## config.mk

```make
export PLATFORM = sky130hd
export DESIGN_NAME = iiitb_uart_rx
export DESIGN_NICKNAME = d
export VERILOG_FILES = /design/src/rtl/iiitb_uart_rx.sv
export SDC_FILE = /design/constraint.sdc
export NUM_CORES = 1
export LEC_CHECK = 0
export CAP_MARGIN = 0
export CORE_MARGIN = 5
export CORE_UTILIZATION = 62
export DETAILED_ROUTE_END_ITERATION = 8
export PLACE_DENSITY = 0.83
export SETUP_SLACK_MARGIN = 0.2
export SKIP_CTS_REPAIR_TIMING = 1
export SLEW_MARGIN = 5
export SYNTH_ARGS = -nofsm -noshare
export SYNTH_HDL_FRONTEND = slang
export SYNTH_SLANG_ARGS = --single-unit
```

## constraint.sdc

```tcl
create_clock -name clk -period 4.7 [get_ports clk]
set_input_delay 0.705 -clock clk [delete_from_list [all_inputs] [get_ports clk]]
set_output_delay 0.705 -clock clk [all_outputs]
set_load 0.01 [all_outputs]
```

## src/rtl/iiitb_uart_rx.sv

```systemverilog
// UART receiver, 8N1, LSB first, with 16x oversampling and four selectable rates.
//
// Ports:
//   clk        system clock, everything runs on its rising edge
//   reset      synchronous, active-high reset
//   rx         asynchronous serial line, idle high
//   baud_sel   rate select: 0=115200, 1=38400, 2=19200, 3=9600
//   data_out   last correctly framed byte
//   data_valid one-cycle pulse when data_out is updated
//   frame_err  one-cycle pulse when the stop bit samples low
//   busy       high whenever a frame is being received
//
// state | meaning
// IDLE  | waiting for a falling edge on the synchronized line
// START | timing to mid start bit to reject glitches
// DATA  | sampling the 8 data bits at their centres
// STOP  | sampling the stop bit, then reporting the outcome
module iiitb_uart_rx #(
  parameter int OS_DIV_1152 = 68,
  parameter int OS_DIV_384  = 203,
  parameter int OS_DIV_192  = 407,
  parameter int OS_DIV_96   = 814
) (
  input  logic       clk,
  input  logic       reset,
  input  logic       rx,
  input  logic [1:0] baud_sel,
  output logic [7:0] data_out,
  output logic       data_valid,
  output logic       frame_err,
  output logic       busy
);

  typedef enum logic [1:0] {IDLE, START, DATA, STOP} state_t;

  state_t      state, state_n;
  logic        rx_meta, rxs;
  logic        armed;
  logic [1:0]  baud_lat;
  logic [15:0] div_cnt, div_last;
  logic        tick;
  logic [3:0]  tick_cnt;
  logic [2:0]  bit_cnt;
  logic [7:0]  shift;
  logic        start_det, start_smp, bit_smp, stop_smp;

  always_comb begin
    div_last = 16'(OS_DIV_1152 - 1);
    case (baud_lat)
      2'd0: div_last = 16'(OS_DIV_1152 - 1);
      2'd1: div_last = 16'(OS_DIV_384 - 1);
      2'd2: div_last = 16'(OS_DIV_192 - 1);
      2'd3: div_last = 16'(OS_DIV_96 - 1);
      default: div_last = 16'(OS_DIV_1152 - 1);
    endcase
  end

  assign tick = (div_cnt == div_last);

  // armed means the line has been seen high since reset, the last start edge,
  // or the end of the last frame; a line stuck low never looks like a start.
  assign start_det = (state == IDLE) && !rxs && armed;
  assign start_smp = (state == START) && tick && (tick_cnt == 4'd7);
  assign bit_smp   = (state == DATA) && tick && (tick_cnt == 4'd15);
  assign stop_smp  = (state == STOP) && tick && (tick_cnt == 4'd15);
  assign busy      = (state != IDLE);

  always_ff @(posedge clk) begin
    if (reset) state <= IDLE;
    else       state <= state_n;
  end

  always_comb begin
    state_n = state;
    case (state)
      IDLE:  if (start_det) state_n = START;
      START: if (start_smp) state_n = rxs ? IDLE : DATA;
      DATA:  if (bit_smp && (bit_cnt == 3'd7)) state_n = STOP;
      STOP:  if (stop_smp) state_n = IDLE;
      default: state_n = IDLE;
    endcase
  end

  always_ff @(posedge clk) begin
    if (reset) begin
      rx_meta    <= 1'b1;
      rxs        <= 1'b1;
      armed      <= 1'b0;
      baud_lat   <= 2'd0;
      div_cnt    <= 16'd0;
      tick_cnt   <= 4'd0;
      bit_cnt    <= 3'd0;
      shift      <= 8'h00;
      data_out   <= 8'h00;
      data_valid <= 1'b0;
      frame_err  <= 1'b0;
    end else begin
      rx_meta    <= rx;
      rxs        <= rx_meta;
      data_valid <= 1'b0;
      frame_err  <= 1'b0;

      if (start_det)     armed <= 1'b0;
      else if (stop_smp) armed <= rxs;
      else if (rxs)      armed <= 1'b1;

      if (start_det) begin
        div_cnt  <= 16'd0;
        tick_cnt <= 4'd0;
        bit_cnt  <= 3'd0;
        baud_lat <= baud_sel;
      end else begin
        div_cnt <= tick ? 16'd0 : div_cnt + 16'd1;
        // tick_cnt wraps 15->0 on its own, which re-aligns DATA and STOP
        if (start_smp)                     tick_cnt <= 4'd0;
        else if (tick && (state != IDLE))  tick_cnt <= tick_cnt + 4'd1;
        if (bit_smp) begin
          shift   <= {rxs, shift[7:1]};
          bit_cnt <= bit_cnt + 3'd1;
        end
        if (stop_smp) begin
          if (rxs) begin
            data_out   <= shift;
            data_valid <= 1'b1;
          end else begin
            frame_err  <= 1'b1;
          end
        end
      end
    end
  end

endmodule

```

-- Yosys cells after proc, flatten, opt, wreduce, memory -nomap -nowiden
Index checks and enable logic that the tools add are counted.
- flip-flop bits (word level): 48
- bits in latches: 0
- bits in writable memories: 0
- ROM bits: 0
- input bits: 5
- output and inout bits: 11
- word-level logic and storage cells: 64
- memories kept: 0
- add/sub/neg operators: 3
- $mul: 0
- div/mod/pow operators: 0
- order comparisons: 0
- equality and inequality tests: 14
- shift operators: 0
- mux-type cells: 11
- bitwise gates (word level): 2
- reduce and logical (&&, ||, !) cells: 22
- operators with widths (cell ; count):
    $pmux 16 s4 ; 1
    $add 16x1->16 const B ; 1
    $eq 16x16->1 ; 1
    $logic_and 1x1->1 ; 10
    $mux 2 ; 5
    $reduce_or 3->1 ; 3
    $eq 2x2->1 const B ; 4
    $pmux 2 s4 ; 1
    $ne 2x2->1 const B ; 3
    $add 4x1->4 const B ; 1
    $eq 2x1->1 const B ; 2
    $eq 4x3->1 const B ; 1
    $eq 4x4->1 const B ; 1
    $logic_not 2->1 ; 2
    $mux 1 ; 4
    $reduce_and 4->1 ; 1
    $reduce_bool 2->1 ; 2
    $add 3x1->3 const B ; 1
    $eq 3x3->1 const B ; 1
    $reduce_and 3->1 ; 1
    $ne 2x1->1 const B ; 1
    $not 1->1 ; 2
    $reduce_and 2->1 ; 1
    $reduce_or 2->1 ; 1
    $logic_not 1->1 ; 1

-- Logic depth before layout (Yosys ltp)
- depth in word-level cells: 8
- mapped depth: 9

-- Worst setup path after synthesis
OpenSTA, ideal clock, no wires.
- kind: register -> register
- start point: reg baud_lat[1]
- end point: reg tick_cnt[3]
- library setup time: 0.059 ns
- arrival time: 2.269 ns
- slack: 2.371 ns
- stages on the path, launching flop included: 9
- buffers on the path: 1
- clock period less this slack: 2.329 ns
- cell sequence: dfxtp_1 > inv_1 > ha_1 > or3b_2 > a22oi_1 > nand4_2 > buf_6 > or4_1 > nand2_1
- longest elaborated chain between the ends: 6
- elaborated cells on any way between the ends: 10
- classes of those cells: eq/ne (4); mux (1); reduce/logical (5)
- RTL lines (what ; RTL line ; RTL):
    start, declared ; 39 ; logic [1:0] baud_lat;
    start signal, assigned ; 111 ; baud_lat <= baud_sel;
    $eq 2x2->1 (tied with other cells) ; 49 ; case (baud_lat)
    $pmux 16 s4 (*) ; 49 ;
    $eq 16x16->1 (*) ; 58 ; assign tick = (div_cnt == div_last);
    $logic_and 1x1->1 (2 in a row) ; 63 ; assign start_smp = (state == START) && tick && (tick_cnt == 4'd7);
    $reduce_or 3->1 (no source line) ; - ;
    end signal, assigned ; 116 ; else if (tick && (state != IDLE)) tick_cnt <= tick_cnt + 4'd1;
    end, declared ; 42 ; logic [3:0] tick_cnt;
Every way passes the cells marked *; elsewhere a longest branch is shown, timed or not. The select of a mux whose other input is x is not followed.
A chain may end at the register's enable or synchronous reset.

-- Worst setup path in the final report
- start point: reg baud_lat[1]
- end point: reg shift[7]
- longest elaborated chain between the ends: 6
- elaborated cells on any way between the ends: 9
- classes of those cells: eq/ne (4); mux (1); reduce/logical (4)
- RTL lines (what ; RTL line ; RTL):
    $eq 2x2->1 (tied with other cells) ; 49 ;
    $pmux 16 s4 (*) ; 49 ;
    $eq 16x16->1 (*) ; 58 ;
    $logic_and 1x1->1 (*) (2 in a row) ; 64 ; assign bit_smp = (state == DATA) && tick && (tick_cnt == 4'd15);
    $reduce_and 2->1 (no source line) (*) ; - ;
    end signal, assigned ; 118 ; shift <= {rxs, shift[7:1]};
    end, declared ; 44 ; logic [7:0] shift;
Marked as above.

==> reports/results.tsv <==
stage	metric	value	unit
synth	post-synthesis mux area share	9.28	%
placed_design	DP HPWL	2870	microns
clock_network	clk slew on worst S/H paths	0.09	ns
synth	Synth Area in Simple Gates	28.4	%
global_route	total grt overflow	0	
worst_setup_path	Req. time, crit path	4.92	ns
clock_network	Clock Latency Late Sink	0.31	ns
synth	Gate Count Post-Synth	247	
routing	drt drc	0	
synth	Primary FF master, synth	dfxtp_1	
layout	Ant. Diodes	0	
clock_network	clk sinks	48	
layout	Design Area, Final	2560	sq um
routing	Routed Antenna Nets	0	
layout	filler cell count in the final layout	285	
global_route	antenna violations before repair	0	
synth	Mapped Nets	261	
layout	Finished Layout Cells	310	
timing	Max transition margin	26.7	%
synth	post-synthesis adder-cell area fraction	4.94	%
routing	vias per cell	5.43	
floorplan	Die H	70.6	microns
layout	fin nets	275	
power	total chip power	752	uW
clock_network	TritonCTS Buffers	5	
run	max-capacitance violation count	0	
clock_network	# H-tree levels	2	
global_route	first-pass GRT wire length	6960	microns
timing	Final Hold Vio Count	0	
worst_setup_path	Crit. End Element	flop	
worst_setup_path	critical path type	reg2reg	
timing	worst hold slack	0.419	ns
synth	yosys warns	0	
synth	ys async rst share	0	%
floorplan	row count	22	
floorplan	IO Pins	16	
layout	footprint of the multi-input gates	1260	sq um
worst_setup_path	crit-path max FO	13	
layout	most common cell after layout, fill and taps aside	dfxtp_1	
timing	Final Skew	0.00984	ns
global_route	largest net degree at the start of global routing	30	
power	peak supply drop	221	uV
timing	f_max	0.348	GHz
timing	Slew @ Worst Pin	1.08	ns
routing	DR pass1 iterations	4	
power	Pwr per Cell Area	293	nW/um^2
routing	DR iter-0 viols	111	
floorplan	Floorplan Core Area	3610	sq um
placed_design	placed cell count	302	
synth	number of synthesized flops with an enable pin	0	
placed_design	gpl congestion	0.839	
placed_design	dpl cell area	2450	sq um
floorplan	full die area	4990	sq um
placed_design	Port Buffers	15	
synth	largest family of logic cells by synthesized area	simple AND/OR/NAND/NOR gates	
worst_hold_path	Worst Hold Class	reg2reg	
power	Pleak	0.00108	uW
routing	drt wl/cell	12.9	microns
clock_network	clk root buf	clkbuf_8	
routing	final wirelength	3990	microns
layout	commonest cells after routing, fill and taps aside	dfxtp_1 (48), nor2_1 (29), nand2b_1 (24)	
layout	register area	961	sq um
synth	Post-Synth XOR/XNOR Area	6.53	%
timing	setup TNS	0	ns
layout	layout cells sized above 1	6.11	%
synth	sequential fraction of the synthesis area	42.2	%
worst_setup_path	startpoint types	flop	
worst_setup_path	CP Data Arrival Time	3.10	ns
clock_network	clock buffer depth	2	
global_route	All-Layer GR Usage	17.1	%
synth	Seq cells post-synth	48	
synth	Syn Area/Cell	9.23	sq um
clock_network	CTS tree	done	
timing	Slew Limit Fails	0	
routing	vias	1684	
synth	netlist area before placement	2280	sq um
floorplan	Starting Density	63.2	%
floorplan	width of the die	70.6	microns
timing	Tmin final	2.87	ns
global_route	vias in the first global route	1608	
synth	library cells used by synthesis	42	
synth	Synth Area in Compound Gates	5.98	%
outcome	outcome	finished, final reports clean	
timing	Final Cycle Share	61.1	%
timing	Final Setup Violations	0	
timing	RSZ-0062 raised after global routing	false	
layout	Area Growth Syn to Fin	12.5	%
==> cells in the mapped netlist, drive strengths merged (3+ instances only) <==
cell type,count,area (sq um)
dfxtp,48,961
nor2,29,109
nand2b,24,150
nand2,21,78.8
mux2i,20,200
xnor2,11,96.3
ha,9,113
nand3,8,40.0
inv,6,22.5
nand4,6,43.8
xor2,6,52.6
and3,5,31.3
clkbuf,5,18.8
nor3,5,25.0
a21oi,4,20.0
buf,3,21.3
nand3b,3,22.5
nor2b,3,18.8
o21ai,3,15.0
or2,3,18.8
or3,3,18.8
==> final cells by class <==
cell class / instances / share of cell area [%]
Multi-Input combinational cell: 185 / 49.0
Clock inverter: 3 / 1.80
Inverter: 6 / 0.878
Sequential cell: 48 / 37.5
Timing Repair Buffer: 15 / 5.85
Clock buffer: 5 / 2.68
Tap cell: 48 / 2.34
==> kinds of logic after synthesis <==
group | Yosys count
buffers and inverters | 14
adders and majority gates | 9
AOI/OAI and AO/OA | 17
DFF | 48
xor gates and xnor gates | 17
muxes | 21
and+or+nand+nor | 121
==> per-stage QoR <==
stage	worst slack (ns)	utilization, %
floorplan	2.37	-
global placement	1.60	67.9
detailed placement	1.57	67.9
CTS	1.82	71.1
global route	1.59	71.1
finish	1.83	71.1
==> flip-flops by register name, indices dropped and copies added, names as in the netlist, named ones only <==
name and count:
armed 1, rx_meta 1, data_out 8, baud_lat 2, data_valid 1, frame_err 1
bit_cnt 3, shift 8, tick_cnt 4, rxs 1, div_cnt 16, state 1
==> layer usage <==
layer | vias to the layer above | part of all wire [%] | routed length [microns] | global-route usage (%)
li1 | 867 | - | - | -
met1 | 776 | 48 | 1900 | 21.4
met2 | 36 | 46 | 1840 | 29.1
met3 | 5 | 5.0 | 201 | 4.83
met4 | 0 | 1.2 | 46 | 4.38
met5 | - | 0 | 0 | 0
==> power by group <==
part	internal (uW)	switching, uW	leakage, uW
clock	160	143	0.0000548
sequential	411	6.63	0.000388
combinational	15.5	16.0	0.000635
==> worst max-delay path, stage by stage, from the launching register on <==
cell and delay [ns]:
dfxtp_1 0.48, inv_1 0.12, ha_1 0.30, or3b_2 0.45, a22oi_1 0.20, nand4_2 0.33, nand2b_1 0.59, mux2i_1 0.30
==> worst paths after layout <==
kind	from	to	slack [ns]	depth (start not counted)
max	baud_lat[1]	shift[7]	1.83	7
min reg2reg	rx_meta	rxs	0.42	1
min	rx_meta	rxs	0.42	1
max reg2reg	baud_lat[1]	shift[7]	1.83	7
Note: power is estimated with default switching activity, not from simulation.
